**config.mk**
```make
export PLATFORM = sky130hd
export DESIGN_NAME = ball_motion
export DESIGN_NICKNAME = d
export VERILOG_FILES = /design/src/rtl/pong_pkg.sv /design/src/rtl/frame_tick.sv /design/src/rtl/ball_motion.sv
export SDC_FILE = /design/constraint.sdc
export NUM_CORES = 1
export LEC_CHECK = 0
export CAP_MARGIN = 0
export CORE_MARGIN = 10
export CORE_UTILIZATION = 45
export CTS_CLUSTER_DIAMETER = 120
export DETAILED_ROUTE_END_ITERATION = 8
export DONT_BUFFER_PORTS = 1
export PLACE_DENSITY = 0.67
export SLEW_MARGIN = 10
export SYNTH_ARGS = -nofsm -noshare
export SYNTH_HDL_FRONTEND = slang
export SYNTH_SLANG_ARGS = --single-unit
```
**constraint.sdc**
```tcl
create_clock -name pixel_clock -period 10.07 [get_ports pixel_clock]
set_clock_uncertainty 0.2 [all_clocks]
set_input_delay 2.014 -clock pixel_clock [delete_from_list [all_inputs] [get_ports pixel_clock]]
set_output_delay 2.014 -clock pixel_clock [all_outputs]
set_load 0.005 [all_outputs]
```
**src/rtl/pong_pkg.sv**
```systemverilog
// ============================================================================
// pong_pkg : playfield and paddle geometry, position width, ball state encoding
// Revision : 1.0
// ============================================================================
`default_nettype none

package pong_pkg;

    localparam int POSITION_REG_MAX = 11;
    localparam int POSITION_WIDTH   = POSITION_REG_MAX + 1;

    localparam int FIELD_X_MIN   = 50;
    localparam int FIELD_X_MAX   = 1230;
    localparam int FIELD_Y_MIN   = 50;
    localparam int FIELD_Y_MAX   = 750;

    localparam int PADDLE_WIDTH  = 20;
    localparam int PADDLE_LENGTH = 200;

    typedef enum logic [0:0] {
        SERVE_WAIT = 1'b0,
        MOVING     = 1'b1
    } ball_state_t;

endpackage

`default_nettype wire

```
**src/rtl/frame_tick.sv**
```systemverilog
// ============================================================================
// frame_tick : one-cycle frame tick on the falling edge of vertical sync
// Revision   : 1.0
// ============================================================================
`default_nettype none

module frame_tick (
    input  logic clk,
    input  logic rst_n,
    input  logic vsync,
    output logic tick
);

    logic [1:0] vsync_hist;

    always_ff @(posedge clk or negedge rst_n) begin
        if (!rst_n) begin
            vsync_hist <= 2'b00;
        end else begin
            vsync_hist <= {vsync_hist[0], vsync};
        end
    end

    assign tick = vsync_hist[1] & ~vsync_hist[0];

endmodule

`default_nettype wire

```
**src/rtl/ball_motion.sv**
```systemverilog
// ============================================================================
// ball_motion : per-frame ball movement, wall/paddle bounces, miss count, serve
// Optional    : BALL_MOTION_MANUAL_SERVE_EN (launch waits for serve on a tick)
// Revision    : 1.0
// ============================================================================
`default_nettype none

module ball_motion
    import pong_pkg::*;
#(
    parameter int BALL_RADIUS        = 10,
    parameter int BALL_START_X       = 640,
    parameter int BALL_START_Y       = 400,
    parameter int BALL_SPEED_X       = 4,
    parameter int BALL_SPEED_Y       = 3,
    parameter int SERVE_DELAY_FRAMES = 60
) (
    input  logic                      pixel_clock,
    input  logic                      reset_n,
    input  logic                      vertical_sync,
    input  logic [POSITION_REG_MAX:0] paddle_x,
    input  logic [POSITION_REG_MAX:0] paddle_y,
    input  logic                      serve,
    output logic [POSITION_REG_MAX:0] ball_x,
    output logic [POSITION_REG_MAX:0] ball_y,
    output logic                      ball_active,
    output logic                      miss_pulse,
    output logic [7:0]                miss_count
);

    localparam int PW = POSITION_REG_MAX + 1;
    // One extra bit keeps every sum (position + constant) free of wrap-around.
    localparam int EW = POSITION_REG_MAX + 2;
    localparam int CW = (SERVE_DELAY_FRAMES > 1) ? $clog2(SERVE_DELAY_FRAMES) : 1;

    localparam logic [CW-1:0] DELAY_LAST    = CW'(SERVE_DELAY_FRAMES - 1);
    localparam logic [EW-1:0] SPEED_X       = EW'(BALL_SPEED_X);
    localparam logic [EW-1:0] SPEED_Y       = EW'(BALL_SPEED_Y);
    localparam logic [EW-1:0] RADIUS        = EW'(BALL_RADIUS);
    localparam logic [EW-1:0] Y_TOP_LIMIT   = EW'(FIELD_Y_MIN + BALL_RADIUS);
    localparam logic [EW-1:0] Y_BOT_WALL    = EW'(FIELD_Y_MAX);
    localparam logic [EW-1:0] X_RIGHT_WALL  = EW'(FIELD_X_MAX);
    localparam logic [EW-1:0] X_LEFT_LIMIT  = EW'(FIELD_X_MIN + BALL_RADIUS);
    localparam logic [EW-1:0] FACE_OFFSET   = EW'(PADDLE_WIDTH + BALL_RADIUS);
    localparam logic [EW-1:0] PADDLE_SPAN   = EW'(PADDLE_LENGTH + BALL_RADIUS);
    localparam logic [PW-1:0] START_X       = PW'(BALL_START_X);
    localparam logic [PW-1:0] START_Y       = PW'(BALL_START_Y);
    localparam logic [PW-1:0] Y_TOP_CLAMP   = PW'(FIELD_Y_MIN + BALL_RADIUS);
    localparam logic [PW-1:0] Y_BOT_CLAMP   = PW'(FIELD_Y_MAX - BALL_RADIUS);
    localparam logic [PW-1:0] X_RIGHT_CLAMP = PW'(FIELD_X_MAX - BALL_RADIUS);

    ball_state_t   state, state_next;
    logic          dir_x, dir_y, dir_x_next, dir_y_next;   // 1 = increasing
    logic [CW-1:0] delay_cnt, cnt_next;
    logic [PW-1:0] x_next, y_next;
    logic          pulse_next;
    logic [7:0]    count_next;

    logic          tick;
    logic          launch_ok;
    logic [EW-1:0] cur_x, cur_y, nx, ny, face_x, pad_top, pad_bot;
    logic          hit_top, hit_bottom, hit_right, hit_paddle, missed;

    frame_tick u_frame_tick (
        .clk   (pixel_clock),
        .rst_n (reset_n),
        .vsync (vertical_sync),
        .tick  (tick)
    );

`ifdef BALL_MOTION_MANUAL_SERVE_EN
    assign launch_ok = serve;
`else
    // Automatic launch: serve is read but cannot hold the ball back.
    assign launch_ok = serve | 1'b1;
`endif

    always_comb begin
        cur_x      = {1'b0, ball_x};
        cur_y      = {1'b0, ball_y};
        nx         = dir_x ? (cur_x + SPEED_X) : (cur_x - SPEED_X);
        ny         = dir_y ? (cur_y + SPEED_Y) : (cur_y - SPEED_Y);
        face_x     = {1'b0, paddle_x} + FACE_OFFSET;
        pad_top    = {1'b0, paddle_y};
        pad_bot    = pad_top + PADDLE_SPAN;
        hit_top    = !dir_y && (ny <= Y_TOP_LIMIT);
        hit_bottom = dir_y && ((ny + RADIUS) >= Y_BOT_WALL);
        hit_right  = dir_x && ((nx + RADIUS) >= X_RIGHT_WALL);
        hit_paddle = !dir_x && (cur_x >= face_x) && (nx <= face_x)
                     && ((cur_y + RADIUS) >= pad_top) && (cur_y <= pad_bot);
        missed     = !dir_x && !hit_paddle && (nx <= X_LEFT_LIMIT);
    end

    always_comb begin
        state_next = state;
        x_next     = ball_x;
        y_next     = ball_y;
        dir_x_next = dir_x;
        dir_y_next = dir_y;
        cnt_next   = delay_cnt;
        pulse_next = 1'b0;
        count_next = miss_count;
        if (tick) begin
            case (state)
                SERVE_WAIT: begin
                    if (delay_cnt != DELAY_LAST) begin
                        cnt_next = delay_cnt + CW'(1);
                    end else if (launch_ok) begin
                        state_next = MOVING;
                        cnt_next   = '0;
                        dir_x_next = 1'b1;
                        dir_y_next = ~dir_y;
                    end
                end
                MOVING: begin
                    x_next = nx[PW-1:0];
                    y_next = ny[PW-1:0];
                    if (hit_top) begin
                        y_next     = Y_TOP_CLAMP;
                        dir_y_next = 1'b1;
                    end else if (hit_bottom) begin
                        y_next     = Y_BOT_CLAMP;
                        dir_y_next = 1'b0;
                    end
                    if (hit_right) begin
                        x_next     = X_RIGHT_CLAMP;
                        dir_x_next = 1'b0;
                    end else if (hit_paddle) begin
                        x_next     = face_x[PW-1:0];
                        dir_x_next = 1'b1;
                    end else if (missed) begin
                        // A miss discards any Y bounce computed this tick.
                        state_next = SERVE_WAIT;
                        x_next     = START_X;
                        y_next     = START_Y;
                        dir_y_next = dir_y;
                        pulse_next = 1'b1;
                        count_next = (miss_count == 8'hFF) ? miss_count : miss_count + 8'd1;
                    end
                end
                default: state_next = SERVE_WAIT;
            endcase
        end
    end

    always_ff @(posedge pixel_clock or negedge reset_n) begin
        if (!reset_n) begin
            state      <= SERVE_WAIT;
            ball_x     <= START_X;
            ball_y     <= START_Y;
            dir_x      <= 1'b1;
            dir_y      <= 1'b1;
            delay_cnt  <= '0;
            miss_pulse <= 1'b0;
            miss_count <= 8'd0;
        end else begin
            state      <= state_next;
            ball_x     <= x_next;
            ball_y     <= y_next;
            dir_x      <= dir_x_next;
            dir_y      <= dir_y_next;
            delay_cnt  <= cnt_next;
            miss_pulse <= pulse_next;
            miss_count <= count_next;
        end
    end

    assign ball_active = (state == MOVING);

endmodule

`default_nettype wire

```
Yosys cells after proc, flatten, opt, wreduce, memory -nomap -nowiden
Cells that the tools add are included.

Word-level logic and storage cells: 89. Flip-flop bits (word level): 44. Output and inout bits: 34.

Eq/ne operators: 5. Reductions and logical operators: 17. Add/sub/neg operators: 11. Bitwise operators: 7. Multiplexer cells: 32. Order comparisons: 8.

Operator list (number): $mux 12 (8); $add 13x4->13 const B (2); $le 13x6->1 const B (2); $mux 13 (2); $mux 1 (18); $add 12x2->13 const B (1); $add 12x3->13 const B (1); $add 12x4->13 const B (1); $add 12x5->13 const B (1); $add 12x8->13 const B (1); $ge 12x13->1 (1); $ge 13x10->1 const B (1); $ge 13x11->1 const B (1); $ge 13x12->1 (1); $le 12x13->1 (1); $le 13x13->1 (1); $sub 12x2->13 const B (1); $sub 12x3->13 const B (1); $logic_and 1x1->1 (9); $add 8x1->8 const B (1); $eq 8x8->1 const B (1); $add 6x1->6 const B (1); $mux 6 (1); $ne 6x6->1 const B (1); 10 further kinds (21).

Longest topological paths before layout
Gate-level depths: netlist of the first run.

Word-level depth: 14. Gate-level depth with buffers: 18.

Hierarchy
From an unflattened synthesis of the first run, not the netlist that was laid out.

Cells, all modules: 638. Area total of the unflattened synthesis: 5424.0 sq um.

By module, submodules not included: ball_motion (cells an instance 635, seq. area each 1059.8 sq um, area each 5360.1 sq um, instances 1); frame_tick (cells an instance 3, seq. area each 50.0 sq um, area each 63.8 sq um, instances 1).

Worst setup path before layout of the first run
No wires, ideal clock.

Kind: in2reg. Start point: input paddle_y[1]. End point: register ball_x[9]. Path slack: 4713 ps. Data arrival time: 5051 ps. Stages: 17. Setup time: 105 ps. Path through: ha_1 a21oi_1 nor2_1 or3_1 nand4_1 xnor2_1 ha_1 nand3_1 nor4_1 a211oi_1 o31ai_1 nand4_1 or2_2 clkbuf_1 buf_2 and3_1 o41ai_1.

Longest elaborated chain between the ends: 9. Elaborated cells on any way between the ends: 11. Those cells by class: add/sub (1); order compare (2); mux (3); reduce/logical (5).

RTL lines: start, declared (RTL line ball_motion.sv:22) `input logic [POSITION_REG_MAX:0] paddle_y,`; $add 12x8->13 / $ge 13x12->1 (equally long branches) (RTL line ball_motion.sv:85, ball_motion.sv:90); $le 12x13->1 / $logic_and 1x1->1 (equally long branches) (RTL line ball_motion.sv:90) `&& ((cur_y + RADIUS) >= pad_top) && (cur_y <= pad_bot);`; $logic_and 1x1->1 (*) (RTL line ball_motion.sv:90); $logic_not 1->1 (RTL line ball_motion.sv:91) `missed = !dir_x && !hit_paddle && (nx <= X_LEFT_LIMIT);`; $logic_and 1x1->1 (2 in series) (RTL line ball_motion.sv:91); $mux 12 (RTL line ball_motion.sv:131) `end else if (missed) begin`; $mux 12 (*) (RTL line ball_motion.sv:128) `end else if (hit_paddle) begin`; $mux 12 (*) (RTL line ball_motion.sv:125) `if (hit_right) begin`; end signal, assigned (RTL line ball_motion.sv:158) `ball_x <= x_next;`; end, declared (RTL line ball_motion.sv:24) `output logic [POSITION_REG_MAX:0] ball_x,`.

Every way passes the cells marked *; elsewhere a longest branch is shown, timed or not. A chain may end at the register's enable or synchronous reset.

Worst setup path in the final report of the first run
Start point: register dir_x. End point: register ball_x[8].

Longest elaborated chain between the ends: 11. Elaborated cells on any way between the ends: 17. Those cells by class: add/sub (1); order compare (3); mux (4); reduce/logical (9).

RTL lines: start, declared (RTL line ball_motion.sv:53) `logic dir_x, dir_y, dir_x_next, dir_y_next;`; start signal, assigned (RTL line ball_motion.sv:160) `dir_x <= dir_x_next;`; parallel branches: the longest is 10 deep, another holds $add 13x4->13; $mux 12 (*) (RTL line ball_motion.sv:125).

Mark *: on every way between the ends.

==> results of run 1 <==
-- area by class of cell --
type / instances / area share [%]
tap: 143 / 3.26
sequential: 44 / 20.2
clock buffer: 6 / 2.35
inverter: 39 / 2.67
multi-input combinational: 519 / 71.2
clock inverter: 2 / 0.228
-- routing by layer --
| metal | global-route usage, % | share of wire, % |
|---|---|---|
| met1 | 19.6 | 41 |
| met2 | 28.4 | 49 |
| met3 | 4.84 | 7.5 |
| met4 | 6.29 | 2.8 |
| met5 | 0 | 0 |
-- cell usage after synthesis, types with 5 or more instances --
master                     number  share of area (%)
sky130_fd_sc_hd__ha_1          76                 18
sky130_fd_sc_hd__nand2_1       56                4.0
sky130_fd_sc_hd__inv_1         39                2.8
sky130_fd_sc_hd__dfrtp_1       37                 18
sky130_fd_sc_hd__nor2_1        35                2.5
sky130_fd_sc_hd__a21oi_1       32                3.1
sky130_fd_sc_hd__xnor2_1       29                4.8
sky130_fd_sc_hd__o21ai_0       27                2.6
sky130_fd_sc_hd__nand3_1       22                2.1
sky130_fd_sc_hd__xor2_1        22                3.7
sky130_fd_sc_hd__a21o_1        16                2.3
sky130_fd_sc_hd__nand4_1       16                1.9
sky130_fd_sc_hd__nor3_1        12                1.1
sky130_fd_sc_hd__clkbuf_1       9               0.64
sky130_fd_sc_hd__o31ai_1        9                1.3
sky130_fd_sc_hd__nor4_1         8               0.95
sky130_fd_sc_hd__a211oi_1       7                1.0
sky130_fd_sc_hd__dfstp_2        7                3.5
sky130_fd_sc_hd__a211o_1        6                1.0
sky130_fd_sc_hd__a31o_2         6                1.0
sky130_fd_sc_hd__a31oi_1        6               0.72
sky130_fd_sc_hd__a32o_1         6                1.1
sky130_fd_sc_hd__and3_1         6               0.72
sky130_fd_sc_hd__mux2i_1        6                1.1
sky130_fd_sc_hd__nand2b_1       6               0.72
sky130_fd_sc_hd__or2_2          6               0.72
sky130_fd_sc_hd__and2_1         5               0.60
sky130_fd_sc_hd__nor2b_1        5               0.60
sky130_fd_sc_hd__o21a_1         5               0.72
-- critical path, stage by stage, from the launching register on --
cell	delay [ps]
sky130_fd_sc_hd__dfstp_2	630
sky130_fd_sc_hd__inv_1	290
sky130_fd_sc_hd__ha_1	400
sky130_fd_sc_hd__a211oi_1	540
sky130_fd_sc_hd__o21ai_0	260
sky130_fd_sc_hd__a41oi_1	320
sky130_fd_sc_hd__xor2_1	310
sky130_fd_sc_hd__inv_1	80
sky130_fd_sc_hd__ha_1	310
sky130_fd_sc_hd__a21oi_1	150
sky130_fd_sc_hd__nand2_1	70
sky130_fd_sc_hd__a221oi_1	430
sky130_fd_sc_hd__nand3_1	160
sky130_fd_sc_hd__a32o_1	310
sky130_fd_sc_hd__or2_2	470
sky130_fd_sc_hd__mux2_2	330
sky130_fd_sc_hd__o31ai_1	220
-- state kept, by name (all words and copies together) (netlist names) --
name,cells
ball_x,12
ball_y,12
miss_count,8
delay_cnt,6
u_frame_tick.vsync_hist,2
ball_active,1
dir_x,1
dir_y,1
miss_pulse,1
-- cell usage in the layout, fill, tap and decap left out, drive strengths merged, types with 8 or more instances in the layout --
cell,n
a211oi,8
o21ai,29
nand3,22
nand4,16
a21o,16
o31ai,9
nor4,9
inv,39
a21oi,32
xor2,23
nor2,35
xnor2,30
dfrtp,37
nor3,12
ha,76
nand2,56
-- cells by family (layout without fill, tap and decap cells) --
logic type,after synthesis,in the layout,synth area share (%)
compound gates,173,173,23.9
buf+inv,54,47,4.30
fa+ha+maj,78,78,18.9
mux,10,10,2.01
simple gates,205,205,20.6
flops,44,44,21.2
xor+xnor,53,53,9.14
-- final timing paths --
| path | depth (start not counted) | slack [ps] | endpoint | start |
|---|---|---|---|---|
| max in group asynchronous | 0 | 8260 | ball_x[7] | reset_n |
| worst min register to register | 0 | 210 | u_frame_tick.vsync_hist[1] | u_frame_tick.vsync_hist[0] |
| worst min-delay path | 0 | 210 | u_frame_tick.vsync_hist[1] | u_frame_tick.vsync_hist[0] |
| worst max-delay path | 16 | 4470 | ball_x[8] | dir_x |
| worst max register to register | 16 | 4470 | ball_x[8] | dir_x |
| min in group asynchronous | 0 | 1220 | ball_x[11] | reset_n |
-- report_power, final --
group	total, mW	switching [mW]	internal, mW	leakage [nW]
clock	0.164	0.0722	0.0917	0.0669
sequential	0.380	0.138	0.242	0.527
combinational	1.68	0.965	0.710	1.87
==> flow_results.org, run 1 <==
** Status
- Run status :: completed

** Routing
- The detail route stage leaves a number of antenna-violating nets equal to 0.
- Total iterations of the first detailed-routing run :: 5
- Using the TritonRoute via totals, the vias-per-cell ratio works out to ~6.3.
- Routed length per instance :: between 15 and 20 µm
- Total vias in the final route :: ~4.8k
- Initial DRC count :: between 200 and 300
- Routed wire length :: 14.1 mm
- After detailed routing, the number of remaining DRC violations is 0.

** Timing
- The number of hold violations in the final report came to 0.
- Number of max-slew violations in the final report :: 0
- Once routing completed, OpenROAD measured the worst setup slack at 4470 ps.
- The final critical path takes up between 50% and 60% of the cycle.
- Achievable Freq :: between 150 and 200 MHz
- Across all hold checks on the routed design, the worst slack comes to ~210 ps.
- Final TNS setup :: 0 ps
- Setup violations, final :: 0
- Setup repair after global routing left no endpoint under its margin.
- For the pin with the worst max-slew slack, the measured transition is about 1100 ps.
- Worst rel slew slack :: around a quarter
- Clock period minus final worst setup slack :: 5600 ps

** Global routing
- Antenna violations before repair :: 0
- Across every metal layer, demand over resource in global routing totals between 10% and 20%.
- The via count of the first global-routing pass came to about 4.6k.
- The first global-routing pass estimated 22.7 mm of wire.
- Global routing finished with a remaining overflow of 0.
- Pin count of the biggest net entering global routing :: 45

** Critical path
- At the worst endpoint, the required time is approximately 10000 ps.
- Worst-path fanout max :: 15
- STA classifies the critical path startpoint as a register.
- The critical path is of the register to register type.
- STA classifies the critical path endpoint as a register.
- Data arrival time of the critical path :: approximately 5600 ps

** Floorplan
- Die height :: 128 µm
- Pin placement for this block handled 62 I/O pins.
- Starting density of the core :: 45.9%
- The floorplan has 39 rows.
- The floorplan step defined a die boundary enclosing 16400 µm².
- Floorplan Core Area :: 11400 µm²
- Die Wd :: ~130 µm

** CTS
- The number of gates resized after CTS was 0.
- Cell chosen for the clock root :: sky130_fd_sc_hd__clkbuf_16
- Number of post-CTS setup repair buffers :: 0
- The clock passes through at most 2 buffers.
- Clock Sink Count :: 44
- TritonCTS clock tree :: yes
- The clock reaches the later pin of the worst-skew pair after 290 ps.
- Clock-pin slew was measured on the worst setup and hold paths at around 70 ps.
- TritonCTS created 5 clock buffers.
- The H-tree was split into 2 levels.
- For this design, the CTS-stage hold fixing added 0 buffers.

** Placement
- Summing all placed instances gives a cell area of approximately 5300 µm².
- The number of placed instances, taps included, is ~750.
- Detailed placement HPWL :: roughly 11 mm
- Global placement routability congestion :: about 0.95
- Worst setup timing slack at the placement stage :: ~4200 ps
- IO buf count :: 0

** Power and ir drop
- Summed over all cells, the static leakage comes to 2.46 nW.
- Power comes to about 2.2 mW.
- Power spread over the standard cell area amounts to 405 nW/µm².
- Worst VDD drop :: around 210 µV

** Synthesis
- Post-Synthesis Cell Area :: approximately 5200 µm²
- In this run, synthesis inferred 0 flip-flops with an integrated enable.
- In the synthesized netlist the async set-or-reset flop fraction comes to 100%.
- Synthesis produced a netlist with a net count of between 700 and 800.
- FF+latch count, synth :: 44
- Count of cell types in the netlist :: 81
- Yosys warnings :: 0
- Gate count of the mapped netlist :: 617
- Sequential cell area fraction in the yosys report :: between 20% and 30%
- Each instance of the synthesized netlist takes up on average roughly 8.5 µm².
- Predominant post-synthesis flop cell :: sky130_fd_sc_hd__dfrtp_1

** Cells and area
- The post-route netlist has between 6 and 7% of its cells at a drive strength greater than 1.
- Sequential standard cell area :: between 1000 and 1500 µm²
- Final std cell area, no fill :: 5480 µm²
- Non-filler cells in the finished layout :: approximately 750
- Filler instances :: around 1.1k
- Antenna cell count :: 0
- Area growth from synthesis to layout :: 4.61%
- In the final layout, the multi-input gates occupy between 3000 and 4000 µm².
- In the final design database the tool counted 715 nets.
- Cells fill 48.0% of the core in the end.

** Min path
- Worst hold-check path type :: register to register

** Run
- Count of max-cap constraint violations :: 0
Power figures use the tool's default switching activity.
==> run 2: changes to the inputs <==
PLACE_DENSITY = 0.69   (was 0.67)
clock period = 4.5 ns   (was 10.07 ns; I/O delays follow)
==> flow_results.org, run 2 (same netlist as run 1, synthesis figures left out) <==
** Timing
- Setup repair after global routing could not meet its margin everywhere.
- Timing would allow up to about 220 MHz.
- Setup violations, final :: 16
- In the finished design, the share of the clock period the worst path needs comes to 102%.
- Hold Fails Final Rpt :: 0
- The max-slew violation count is 0.
- Once routing completed, OpenROAD measured the worst setup slack at -106 ps.
- Headroom to the max-slew limit came out at 26.6%.
- Clock period minus final worst setup slack :: between 4000 and 5000 ps
- For the pin with the worst max-slew slack, the measured transition is 1090 ps.
- Final TNS setup :: -427 ps

** Critical path
- Startpoint types :: register
- Register-to-register setup slack :: -110 ps
- Capturing element type of the critical path :: register
- Of all nets on the critical path, the largest fanout is 5.
- STA puts the critical path data arrival time at between 4000 and 5000 ps.
- The critical path in this run is classified as register to register.
- Worst EP required :: 4480 ps
- Counting cells, the worst reg-to-reg path comes to 19.

** Cells and area
- Leading cell types in the layout, fill and taps excluded :: 68 x sky130_fd_sc_hd__ha_1, 56 x sky130_fd_sc_hd__buf_4, 55 x sky130_fd_sc_hd__nand2_1
- Fill cells in the final layout number around 1.0k.
- Share of layout cells above drive strength 1 :: 23.0%
- 0 antenna diodes ended up in the layout.
- Area growth from synthesis to layout :: 21.5%
- Largest registers :: ball_x (12), ball_y (12), miss_count (8)
- Most common cell after layout, fill and taps aside :: sky130_fd_sc_hd__ha_1
- Count of nets after finishing :: ~800
- Cells fill a little under three fifths of the core in the end.

** Floorplan
- Die height :: between 100 and 150 µm
- After floorplanning, the core was sized to cover between 10000 and 15000 µm².
- Count of pins on the block boundary :: 62
- Starting density of the core :: a little under half
- The die covers roughly 16000 µm².
- The die is ~130 µm wide.
- Number of placement rows :: 39

** Placement
- Routability-driven placement finished with a final weighted congestion of approximately 0.9.
- IO buf count :: 0
- Detailed placement HPWL :: 11.6 mm
- Before CTS, the worst setup slack after placement is -280 ps.

** CTS
- Counting the buffers created by CTS gives 5.
- In this run the clock root is driven by a sky130_fd_sc_hd__clkbuf_16.
- After clock tree synthesis, the clock-pin slew on the worst setup and hold paths is roughly 80 ps.
- At the later pin of the worst-skew pair, clock insertion delay measures approximately 300 ps.
- Hold-fix buffers, CTS :: 0
- TritonCTS built the clock tree.
- The tree built by TritonCTS fans out to 44 sinks.
- CTS H-tree depth :: 2
- Deepest clock path buffer count :: 2

** Routing
- In this run the remaining antenna-violating nets after routing total 0.
- Remaining DRCs :: 0
- Initial DRC count :: around 350
- Routed length per instance :: around 19 µm
- Total vias in the final route :: a little over 5k
- DR vias/cell :: about 6.2
- Routed wire length :: ~16 mm
- Total iterations of the first detailed-routing run :: 5

** Global routing
- Grt total ovfl :: 0
- Global routing used 18.1% of the available tracks across all layers.
- Antenna violations before repair :: 0
- Pin count of the biggest net entering global routing :: 45
- The first global-routing pass estimated about 25 mm of wire.
- Vias in the first global route :: approximately 5k

** Status
- The run finished, with violations left.
- Violated checks :: negative setup slack

** Min path
- The min-delay analysis places its worst path in the category input port to asynchronous set/reset pin.

** Run
- Across the run, the number of max-cap violations was 0.
==> run 2: path summary, 6_finish.rpt <==
kind                                             from                         end
hold / removal                                reset_n                delay_cnt[3]
setup / recovery                                dir_x                  ball_x[10]
hold reg to reg            u_frame_tick.vsync_hist[0]  u_frame_tick.vsync_hist[1]
min in group pixel_clock   u_frame_tick.vsync_hist[0]  u_frame_tick.vsync_hist[1]
setup reg to reg                                dir_x                  ball_x[10]
max in group asynchronous                     reset_n                   ball_y[7]
==> run 2: what timing repair did <==
action                     CTS  global route
cloned                       1             0
resized for setup           42            28
setup endpoints to repair   35            36
buffers inserted            10             9
pin swaps                   28            24
==> run 2: area by class of cell <==
type / count / area [µm²] / share of cell area [%]
Tap cell: 143 / 179 / 2.81
Timing Repair Buffer: 63 / 503 / 7.90
Clock inverter: 3 / 46.3 / 0.727
Inverter: 39 / 150 / 2.36
Clock buffer: 5 / 125 / 1.97
Multi-Input combinational cell: 520 / 4250 / 66.8
Sequential cell: 44 / 1110 / 17.4
==> run 2: critical path, cell delays in order, from the launching register on <==
cell and delay, ps:
sky130_fd_sc_hd__dfstp_2 560, sky130_fd_sc_hd__clkinvlp_4 170, sky130_fd_sc_hd__buf_6 170, sky130_fd_sc_hd__ha_4 220, sky130_fd_sc_hd__a2111oi_4 350, sky130_fd_sc_hd__o21ai_2 130, sky130_fd_sc_hd__buf_4 150, sky130_fd_sc_hd__buf_4 120
sky130_fd_sc_hd__nand2_1 100, sky130_fd_sc_hd__xor2_2 190, sky130_fd_sc_hd__inv_1 60, sky130_fd_sc_hd__ha_1 280, sky130_fd_sc_hd__and4_4 190, sky130_fd_sc_hd__a221oi_4 340, sky130_fd_sc_hd__nand3_2 120, sky130_fd_sc_hd__a32o_2 290
sky130_fd_sc_hd__buf_4 150, sky130_fd_sc_hd__or2_4 270, sky130_fd_sc_hd__mux2i_1 150, sky130_fd_sc_hd__o31a_1 270
==> run 2: through the flow <==
stage	cell area [µm²]	instances	hold slack (ps)
final	6370	817	85.7
after global routing	6370	817	78.7
after CTS	6150	808	87.2
after floorplan	5320	617	166
after global placement	5740	790	182
after detailed placement	5740	790	199
==> run 2: routing by layer <==
layer  vias up  part of all wire [%]  global-route usage (%)
met4         0                   1.7                    5.03
li1       2429                     -                       -
met3        23                   6.2                    4.22
met5         -                     0                       0
met1      2463                    43                    22.2
met2       139                    49                    30.8
Power of run 2 is not shown: default switching activity piles up to over one toggle a cycle in this logic, so the estimate is an artifact.
==> RTL change 1 (flow settings as in run 2) <==
Add a define of `BALL_MOTION_MANUAL_SERVE_EN`.
--- a/src/rtl/ball_motion.sv
+++ b/src/rtl/ball_motion.sv
@@ -6,2 +6,4 @@
 `default_nettype none
+
+`define BALL_MOTION_MANUAL_SERVE_EN
 
Check against the original RTL: no difference found for any inputs over 10 cycles, from zero or initial values and one cycle with reset_n low; that may be too few to reach the edited logic, so the function may still have changed.
==> RTL change 1 against run 2 <==
Wire length shrank 0.93%. Critical endpoint is now ball_x[7]. Largest cell class unchanged. Synthesized area rose by 1.3%. Critical path type unchanged. Global-route usage rose by 0.14 points. Via count is 3.1% higher. Final area is 3.4% lower. First-iteration DRC count rose by 19%. Non-clock buffer count shrank 9. Setup slack better by 0.22 ns. Sequential cell count stayed put. Critical path depth is the same. Count of clock-buffer cells in the layout stayed put.
==> RTL change 1: results (changes against run 2) <==
metric,value,unit,change
status,completed,,"was finished, violations left"
routed wire length on met2,7.40,mm,was 7.72 mm
syn_nets,744,,was 723
Iter 0 DRT Violations,418,,was 352
CP Max Fanout,7,,was 5
post-synthesis compound-gate area fraction,0.247,,was 0.239
Final HPWL DP,12.4,mm,was 11.6 mm
routed length per placed instance,18.7,um,was 19.2 um
top post-synthesis cells by area,"ha_1, dfrtp_1, xnor2_1",,unchanged
filler instances,1031,,was 1011
GRT met1 Usage,0.233,,was 0.222
Met3 Wirelength,1.16,mm,was 965 um
Synth Area in Adders,0.187,,was 0.189
Final nets,794,,was 779
Met1 Wirelength,6.50,mm,was 6.70 mm
Synth top cells by count,"ha_1, nor2_1, nand2_1",,"was ha_1, nand2_1, inv_1"
Gate Count Post-Synth,638,,was 617
GRT Resource Usage Total,0.182,,was 0.181
post-synthesis sequential area ratio,0.209,,was 0.212
mux contribution to synthesized area,0.0186,,was 0.0201
met2 Resource Use GR,0.297,,was 0.308
Placement Cell Area,5850,um^2,was 5740 um^2
GP Congestion,0.934,,was 0.897
global-route wire length before repair,25.3,mm,was 24.6 mm
M3 GR Usage,0.0357,,was 0.0422
Place WS,-0.211,ns,was -0.280 ns
vias in the first global route,5095,,was 4961
vias per cell,6.27,,was 6.19
share of cells above drive strength 1,0.176,,was 0.230
final wirelength,15.5,mm,was 15.7 mm
clock latency on the worst-skew pair,0.28,ns,was 0.30 ns
Yosys cell types,83,,was 81
RTL change 1: changes by cell type after synthesis, moves of 5 or more:
| cell | run 2 | this run |
|---|---|---|
| nor2_1 | 35 | 54 |
| o31ai_1 | 9 | 17 |
| nand2_1 | 56 | 48 |
| o211ai_1 | 4 | 9 |
| xor2_1 | 22 | 15 |
| nand2b_1 | 6 | 14 |
| a21oi_1 | 32 | 38 |
| a21o_1 | 16 | 9 |
RTL change 1: worst paths after layout:
check / from / endpoint / slack [ns] / cells after the start
max: dir_x / ball_x[7] / 0.11 / 19
max in group asynchronous: reset_n / ball_y[4] / 3.81 / 0
min in group pixel_clock: u_frame_tick.vsync_hist[0] / u_frame_tick.vsync_hist[1] / 0.19 / 0
min: reset_n / ball_x[8] / 0.11 / 0
max reg2reg: dir_x / ball_x[7] / 0.11 / 19
min reg2reg: u_frame_tick.vsync_hist[0] / u_frame_tick.vsync_hist[1] / 0.19 / 0
RTL change 1: worst register-to-register path: cells and delay by family, from the launching register on:
kind	cells	cell delay, ns
flip-flops	1	0.55
AO/OA/AOI/OAI	8	1.54
adder cells (fa/ha/maj)	2	0.38
buffers and inverters	5	0.58
AND/OR/NAND/NOR	4	1.08
RTL change 1: cell families (layout without fill, tap and decap cells):
kind of cell	count (synthesis)	count (layout)
flip-flops	44	44
buffers and inverters	55	105
multiplexers	9	9
XOR/XNOR	44	44
adder cells (fa/ha/maj)	78	78
AND/OR/NAND/NOR	223	223
AO/OA/AOI/OAI	185	185
RTL change 1: layout make-up:
class,count,area (um^2),share of cell area
well taps,143,179,0.0291
flip-flops and latches,44,1110,0.180
inverters,44,165,0.0268
multi-input cells,539,4140,0.673
clock buffers,5,125,0.0203
repair buffers,54,422,0.0685
clock inverters,2,12.5,0.00203
==> RTL change 2 (flow settings as in run 2) <==
Without the edit above. The output `miss_pulse` loses its register stage (`miss_pulse` becomes a continuous assignment).
--- a/src/rtl/ball_motion.sv
+++ b/src/rtl/ball_motion.sv
@@ -153,3 +153,2 @@
             delay_cnt  <= '0;
-            miss_pulse <= 1'b0;
             miss_count <= 8'd0;
@@ -162,3 +161,2 @@
             delay_cnt  <= cnt_next;
-            miss_pulse <= pulse_next;
             miss_count <= count_next;
@@ -166,2 +164,4 @@
     end
+
+    assign miss_pulse = pulse_next;
 
Behaviour: no difference found for any inputs over 10 cycles, from zero or initial values and one cycle with reset_n low; that may be too few to reach the edited logic, so the function may still have changed.
==> RTL change 2 against run 2 <==
The run still ends with negative setup slack left. Final cell count up 3.3%. Wire length up 2.2%. Synthesized area down 0.48%. Sequential share of layout area down 0.81 points. Non-clock buffer count up 28. Setup slack worse by 0.60 ns. Critical path depth down 5. Final area up 2.5%. Register-to-register slack worse by 0.36 ns. Sequential cell count down 1. Largest cell class unchanged.
==> RTL change 2: results (changes against run 2) <==
metric,value,unit,change
status,"finished, violations left",,unchanged
violated checks,negative setup slack,,unchanged
Place WS,-0.605,ns,was -0.280 ns
WS Path Type,reg -> out,,was reg -> reg
Synth top cells by count,"ha_1, nand2_1, inv_1",,unchanged
syn_nets,722,,was 723
final wirelength,16.0,mm,was 15.7 mm
setup-violating endpoint count in the final report,36,,was 16
Iter 0 DRT Violations,530,,was 352
Placement Cell Area,5900,um^2,was 5740 um^2
reg-to-reg setup timing slack,-0.47,ns,was -0.11 ns
mux contribution to synthesized area,0.0201,,about the same
Gate Count Post-Synth,616,,was 617
routed wire length on met2,7.85,mm,was 7.72 mm
CP endpoint,miss_pulse,,was ball_x[10]
hold_ws,0.0907,ns,was 0.0857 ns
largest net degree at the start of global routing,44,,was 45
crit path DAT,4.11,ns,was 4.58 ns
met2 Resource Use GR,0.322,,was 0.308
Slew Limit Headroom,0.241,,was 0.266
top post-synthesis cells by area,"ha_1, dfrtp_1, xnor2_1",,unchanged
M3 GR Usage,0.0447,,was 0.0422
global-route wire length before repair,25.8,mm,was 24.6 mm
via count,5262,,was 5054
routed length per placed instance,19.0,um,was 19.2 um
XOR/XNOR Fraction of Synth Area,0.0919,,was 0.0914
GRT met1 Usage,0.227,,was 0.222
DP Cell Count,818,,was 790
post-synthesis sequential area ratio,0.208,,was 0.212
setup ws final,-0.705,ns,was -0.106 ns
## RTL change 2: final cells by class
type	count	area, um^2	area share
inverter	39	150	0.0230
timing repair buffer	91	736	0.113
clock buffer	5	125	0.0192
clock inverter	3	46.3	0.00709
sequential	43	1080	0.166
multi-input combinational	520	4210	0.645
tap	143	179	0.0274
## RTL change 2: worst register-to-register path, cell delays in order, from the launching register on
cell,delay [ns]
dfstp_2,0.56
clkinvlp_4,0.19
fa_2,0.42
a211o_1,0.30
a41o_1,0.25
or4_4,0.50
o211ai_2,0.10
inv_2,0.06
ha_4,0.21
and4_4,0.17
a221oi_4,0.33
nand3_1,0.13
a32o_2,0.29
buf_4,0.14
buf_6,0.10
buf_6,0.12
or2_4,0.30
a31o_4,0.24
o31a_1,0.24
## RTL change 2: repair_timing
item	CTS	global route
buffers inserted	9	8
gates resized for setup	47	27
endpoints found under the hold margin	0	0
endpoints found under the setup margin	36	36
cloned	1	0
pin swaps	21	21
